**src/rtl/device_handler_pkg.sv**
```systemverilog
// Shared state encoding and default sizing for the I2C channel sequencer.
package device_handler_pkg;

   typedef enum logic [1:0] {
      ST_IDLE      = 2'd0,
      ST_GUARD     = 2'd1,
      ST_CONNECTED = 2'd2,
      ST_BUSY      = 2'd3
   } state_e;

   localparam int DEF_CHANNELS       = 4;
   localparam int DEF_GUARD_CYCLES   = 8;
   localparam int DEF_TIMEOUT_CYCLES = 1024;

   // Counter width for a cycle count, never narrower than one bit.
   function automatic int cnt_width(input int n);
      if (n > 1) begin
         return $clog2(n);
      end else begin
         return 1;
      end
   endfunction

endpackage

```
**src/rtl/i2c_cond_detect.sv**
```systemverilog
// Synchronises the host SDA/SCL pins and flags START/STOP conditions on the
// synchronised levels, using one extra history stage for edge detection.
module i2c_cond_detect (
   input  logic clk,
   input  logic reset,
   input  logic sda_in,
   input  logic scl_in,
   output logic start,
   output logic stop,
   output logic scl_s
);

   logic [1:0] sda_sync_q;
   logic [1:0] scl_sync_q;
   logic       sda_hist_q;
   logic       scl_hist_q;

   // Synchroniser chains and history stage; reset to an idle (high) bus.
   always_ff @(posedge clk) begin
      if (reset) begin
         sda_sync_q <= 2'b11;
         scl_sync_q <= 2'b11;
         sda_hist_q <= 1'b1;
         scl_hist_q <= 1'b1;
      end else begin
         sda_sync_q <= {sda_sync_q[0], sda_in};
         scl_sync_q <= {scl_sync_q[0], scl_in};
         sda_hist_q <= sda_sync_q[1];
         scl_hist_q <= scl_sync_q[1];
      end
   end

   assign start = sda_hist_q & ~sda_sync_q[1] & scl_sync_q[1];
   assign stop  = ~sda_hist_q & sda_sync_q[1] & scl_sync_q[1];
   assign scl_s = scl_sync_q[1];

   logic unused_s;
   assign unused_s = scl_hist_q;

endmodule

```
**src/rtl/i2c_channel_sequencer.sv**
```systemverilog
// Connects the host I2C bus to one module channel at a time, with a dead-time
// guard between connections and no switching while a transaction is open.
module i2c_channel_sequencer
   import device_handler_pkg::*;
#(
   parameter int CHANNELS       = DEF_CHANNELS,
   parameter int GUARD_CYCLES   = DEF_GUARD_CYCLES,
   parameter int TIMEOUT_CYCLES = DEF_TIMEOUT_CYCLES
) (
   input  logic       clk,
   input  logic       reset,
   input  logic [2:0] req_channel,
   input  logic       sda_in,
   input  logic       scl_in,
   output logic       sel_valid,
   output logic [1:0] sel_channel,
   output logic       busy,
   output logic       switch_done,
   output logic       timeout
);

   localparam int GW = cnt_width(GUARD_CYCLES);
   localparam int TW = cnt_width(TIMEOUT_CYCLES);
   localparam logic [GW-1:0] GUARD_LOAD = GW'(GUARD_CYCLES - 1);
   localparam logic [TW-1:0] TO_LAST    = TW'(TIMEOUT_CYCLES - 1);

   state_e        state_q, state_d;
   logic [GW-1:0] gcnt_q, gcnt_d;
   logic [TW-1:0] tcnt_q, tcnt_d;
   logic [1:0]    pending_q, pending_d;
   logic [1:0]    sel_channel_q, sel_channel_d;
   logic          sel_valid_q, sel_valid_d;
   logic          busy_q, busy_d;
   logic          switch_done_q, switch_done_d;
   logic          timeout_q, timeout_d;

   logic          start_s, stop_s, scl_s;
   logic          req_valid_s;
   logic [1:0]    req_idx_s;

   i2c_cond_detect u_cond (
      .clk    (clk),
      .reset  (reset),
      .sda_in (sda_in),
      .scl_in (scl_in),
      .start  (start_s),
      .stop   (stop_s),
      .scl_s  (scl_s)
   );

   assign req_valid_s = ({29'd0, req_channel} < CHANNELS[31:0]);
   assign req_idx_s   = req_channel[1:0];

   // Next-state and counter logic for the connection FSM.
   always_comb begin
      state_d       = state_q;
      gcnt_d        = gcnt_q;
      tcnt_d        = tcnt_q;
      pending_d     = pending_q;
      sel_channel_d = sel_channel_q;
      switch_done_d = 1'b0;
      timeout_d     = 1'b0;
      case (state_q)
         ST_IDLE: begin
            if (req_valid_s) begin
               state_d   = ST_GUARD;
               pending_d = req_idx_s;
               gcnt_d    = GUARD_LOAD;
            end else begin
               state_d = ST_IDLE;
            end
         end
         ST_GUARD: begin
            if (!req_valid_s) begin
               state_d = ST_IDLE;
               gcnt_d  = {GW{1'b0}};
            end else if (req_idx_s != pending_q) begin
               pending_d = req_idx_s;
               gcnt_d    = GUARD_LOAD;
            end else if (gcnt_q == {GW{1'b0}}) begin
               state_d       = ST_CONNECTED;
               sel_channel_d = pending_q;
               switch_done_d = 1'b1;
            end else begin
               gcnt_d = gcnt_q - GW'(1);
            end
         end
         ST_CONNECTED: begin
            // A START in the same cycle as a request change takes priority.
            if (start_s) begin
               state_d = ST_BUSY;
               tcnt_d  = {TW{1'b0}};
            end else if (req_channel != {1'b0, sel_channel_q}) begin
               if (req_valid_s) begin
                  state_d   = ST_GUARD;
                  pending_d = req_idx_s;
                  gcnt_d    = GUARD_LOAD;
               end else begin
                  state_d = ST_IDLE;
               end
            end else begin
               state_d = ST_CONNECTED;
            end
         end
         ST_BUSY: begin
            if (stop_s) begin
               state_d = ST_CONNECTED;
               tcnt_d  = {TW{1'b0}};
            end else if (start_s) begin
               tcnt_d = {TW{1'b0}};
            end else if (!scl_s) begin
               if (tcnt_q == TO_LAST) begin
                  state_d   = ST_CONNECTED;
                  timeout_d = 1'b1;
                  tcnt_d    = {TW{1'b0}};
               end else begin
                  tcnt_d = tcnt_q + TW'(1);
               end
            end else begin
               tcnt_d = {TW{1'b0}};
            end
         end
         default: begin
            state_d = ST_IDLE;
         end
      endcase
      sel_valid_d = (state_d == ST_CONNECTED) || (state_d == ST_BUSY);
      busy_d      = (state_d == ST_BUSY);
   end

   // State, counters and registered outputs.
   always_ff @(posedge clk) begin
      if (reset) begin
         state_q       <= ST_IDLE;
         gcnt_q        <= {GW{1'b0}};
         tcnt_q        <= {TW{1'b0}};
         pending_q     <= 2'd0;
         sel_channel_q <= 2'd0;
         sel_valid_q   <= 1'b0;
         busy_q        <= 1'b0;
         switch_done_q <= 1'b0;
         timeout_q     <= 1'b0;
      end else begin
         state_q       <= state_d;
         gcnt_q        <= gcnt_d;
         tcnt_q        <= tcnt_d;
         pending_q     <= pending_d;
         sel_channel_q <= sel_channel_d;
         sel_valid_q   <= sel_valid_d;
         busy_q        <= busy_d;
         switch_done_q <= switch_done_d;
         timeout_q     <= timeout_d;
      end
   end

   assign sel_valid   = sel_valid_q;
   assign sel_channel = sel_channel_q;
   assign busy        = busy_q;
   assign switch_done = switch_done_q;
   assign timeout     = timeout_q;

endmodule

```
**config.mk**
```make
export PLATFORM = sky130hd
export DESIGN_NAME = i2c_channel_sequencer
export DESIGN_NICKNAME = d
export VERILOG_FILES = /design/src/rtl/device_handler_pkg.sv /design/src/rtl/i2c_cond_detect.sv /design/src/rtl/i2c_channel_sequencer.sv
export SDC_FILE = /design/constraint.sdc
export NUM_CORES = 1
export LEC_CHECK = 0
export CAP_MARGIN = 20
export CORE_AREA = 8 8 90 60
export DETAILED_ROUTE_END_ITERATION = 6
export DIE_AREA = 0 0 98 68
export DONT_BUFFER_PORTS = 1
export PLACE_DENSITY_LB_ADDON = 0.1
export SLEW_MARGIN = 0
export SYNTH_ARGS = -nofsm -noshare
export SYNTH_HDL_FRONTEND = slang
export SYNTH_SLANG_ARGS = --single-unit
export TNS_END_PERCENT = 20
```
**constraint.sdc**
```tcl
create_clock -name clk -period 1.85 [get_ports clk]
set_input_delay 0.37 -clock clk [delete_from_list [all_inputs] [get_ports clk]]
set_output_delay 0.37 -clock clk [all_outputs]
set_load 0.005 [all_outputs]
```
==> qor.json <==
{
  "post_cts_buffers": 0,
  "outcome": "finished clean",
  "slew_headroom": 0.723,
  "post_synth_instance_area_um2": 1350,
  "ioPinCount": 13,
  "fmax_mhz": 588,
  "drtIter0Drc": 86,
  "hpwlAfterDp_mm": 2.24,
  "clk_pin_slew_ns": 0.09,
  "routedWlPerCell_um": 14.4,
  "num_antenna_cells": 0,
  "netSwitchingFraction": 0.239,
  "setup_violations": 0,
  "postRouteWirelength_mm": 2.94,
  "timing.setup.tns_ns": 0,
  "yosysSeqAreaShare": 0.399,
  "worst-slew-pin-transition_ns": 0.414,
  "vdd.ir_drop.worst_mv": 0.417,
  "r2r-start": "gcnt_q[0]",
  "synth.cells.most_frequent": "27 x dfxtp_1, 16 x nor2_1, 9 x xnor2_1",
  "synth.net_count": 159,
  "endpoint": "busy",
  "syn_area_per_cell_um2": 9.09,
  "p_leak_nw": 0.542,
  "antenna_found_initial": 0,
  "count_of_flip_flops_with_a_built_in_enable_after_synthesis": 0,
  "cts_buffers": 3,
  "worst_clock_skew_ns": 0.00130,
  "reg2reg_slack_ns": 0.15,
  "yosys.area.top_type": "dfxtp_1",
  "cts.htree.levels": 1,
  "critical_path_required_ns": 2.02,
  "report.final.slew_viol_count": 0,
  "synth_top_area_frac": 0.399,
  "main_flop_type_after_synthesis": "dfxtp_1",
  "yosys_warnings": 0,
  "yosys.area_share.adder": 0.0277,
  "fin_hold_ws_ns": 0.154,
  "min-delay-path-class": "input port to register",
  "grt_usage": 0.0910,
  "die_area_um2": 6660,
  "critical_path_peak_fanout": 3,
  "netSwitchingPower_mw": 0.253,
  "worst_setup_path_start_kind": "register",
  "post-route-min-period_ns": 1.70,
  "relative_contribution_of_combinational_cells_to_total_power": 0.102,
  "worstHoldPathCells": 1,
  "clock_latency_ns": 0.27,
  "critical_path.startpoint": "gcnt_q[0]",
  "vias_in_the_first_global_route": 988,
  "clock_tree_from_tritoncts": "built",
  "critPathKind": "register to register",
  "synth_xor_xnor_area_share": 0.0582,
  "final-hold-violation-count": 0,
  "start_util": 0.322,
  "timing.rr.end": "busy",
  "clock-sinks": 27,
  "wire_length_of_the_first_global_routing_pass_mm": 4.82,
  "worst_setup_end_kind": "register",
  "cts_hold_bufs": 0,
  "vias": 1067,
  "rr_worst_depth": 6,
  "yosys.cell_types.count": 48,
  "critPathArrivalTime_ns": 1.87,
  "syn_to_final_growth_pct": 10.1,
  "final_layout_size_suffix_gt1_frac": 0.137,
  "power_per_cell_area_nw_per_um2": 712,
  "via_per_inst": 5.20,
  "synth-compound-area-share": 0.168,
  "post_layout_nets": 164,
  "dieHeight_um": 68,
  "placement.io_buffers": 0,
  "postSynthCellCount": 149,
  "power_frac_seq": 0.576,
  "synth-async-reset-ratio": 0,
  "fp.dieW_um": 98,
  "synth.top_cells.by_area": "dfxtp_1 40%, xnor2_1 5.8%, mux2i_1 4.4%",
  "clock-root-buffer": "clkbuf_8",
  "rsz0062_at_grt": "no",
  "grt.overflow.total": 0,
  "power.clock.fraction": 0.321,
  "internal-power_mw": 0.808,
  "cap_violations": 0,
  "synth_simple_gate_area_frac": 0.267,
  "synth.most_common_cell": "dfxtp_1",
  "layout_worst_path_cycle_share": 0.919,
  "fp.coreArea_um2": 4210,
  "num_rows": 19,
  "cts_max_path_buffers": 2,
  "yosys-mux-area-fraction": 0.0444,
  "antenna_left": 0,
  "initial_drt_pass_iterations": 4,
  "drc_errors": 0,
  "main_combinational_cell_family_by_area_after_synthesis": "simple AND/OR/NAND/NOR gates",
  "synth_seq_cells": 27,
  "grt_max_degree": 28,
  "finalWeightedCongestion": 0.811
}
## per-layer routing
metal / track usage / vias up / routed length, um
li1: - / 549 / -
met3: 0.0325 / 2 / 153
met5: 0 / - / 0
met1: 0.123 / 491 / 1600
met2: 0.137 / 25 / 1170
met4: 0.0173 / 0 / 18
## state kept, by name (all words and copies together), names as in the netlist
name               flops
busy                   1
gcnt_q                 3
pending_q              2
sel_channel            2
state_q                2
switch_done            1
tcnt_q                10
timeout                1
u_cond.scl_sync_q      2
u_cond.sda_hist_q      1
u_cond.sda_sync_q      2
## cells by family after synthesis
group | count (synthesis)
xor gates and xnor gates | 9
buffers and inverters | 11
and+or+nand+nor | 64
muxes | 6
adders and majority gates | 3
DFF | 27
AOI/OAI and AO/OA | 29
## power by group through the flow
stage | clock network, mW | registers [mW] | logic, mW
after floorplan | 0 | 0.621 | 0.0961
after global placement | 0 | 0.624 | 0.107
after detailed placement | 0 | 0.625 | 0.106
after CTS | 0.355 | 0.611 | 0.107
after global routing | 0.379 | 0.613 | 0.121
final | 0.341 | 0.611 | 0.109
## per-stage QoR
stage / cells / power [mW] / worst slack, ns / utilization / instance area, um2
floorplan: 149 / 0.717 / 0.274 / - / 1350
global placement: 201 / 0.732 / 0.169 / 0.342 / 1440
detailed placement: 201 / 0.731 / 0.0950 / 0.342 / 1440
CTS: 205 / 1.07 / 0.0837 / 0.353 / 1480
global route: 205 / 1.11 / 0.0589 / 0.354 / 1490
finish: 205 / 1.06 / 0.151 / 0.354 / 1490
## worst max-delay path, stage by stage, from the launching register on
cell	delay [ns]
dfxtp_1	0.36
inv_1	0.07
ha_1	0.20
nand2b_1	0.09
and3b_1	0.19
or3_1	0.33
a2111oi_2	0.37
## how the worst min path moves through the flow
stage                              start                   end  slack, ns
floorplan           u_cond.scl_sync_q[0]  u_cond.scl_sync_q[1]       0.39
global placement    u_cond.scl_sync_q[0]  u_cond.scl_sync_q[1]       0.39
detailed placement  u_cond.sda_sync_q[0]  u_cond.sda_sync_q[1]       0.40
CTS                                reset             tcnt_q[2]       0.15
global route                       reset             tcnt_q[2]       0.14
finish                             reset             tcnt_q[2]       0.15
## cell usage in the layout, fill, tap and decap left out, types with 2 or more instances in the layout
cell and n:
or2_2 5, and3b_1 2, and3_1 2, nand3_1 7, a21oi_1 6, inv_1 4, nor2_1 16, nand2_1 8
xnor2_1 9, buf_4 7, o21ai_0 3, a211oi_1 2, nor3_1 2, nand2b_1 7, mux2i_1 6, ha_1 3
dfxtp_1 27, clkbuf_8 3, nand4_1 4
## what timing repair did
action	in CTS	in global routing
hold endpoints to repair	0	0
resized for setup	0	1
endpoints found under the setup margin	0	1
## area by class of cell
| type | instances | area [um2] |
|---|---|---|
| fillers | 428 | 2720 |
| repair buffers | 7 | 52.6 |
| flip-flops and latches | 27 | 541 |
| well taps | 52 | 65.1 |
| inverters | 4 | 15.0 |
| clock buffers | 4 | 45.0 |
| multi-input cells | 111 | 772 |
(Power assumes the default switching activity.)
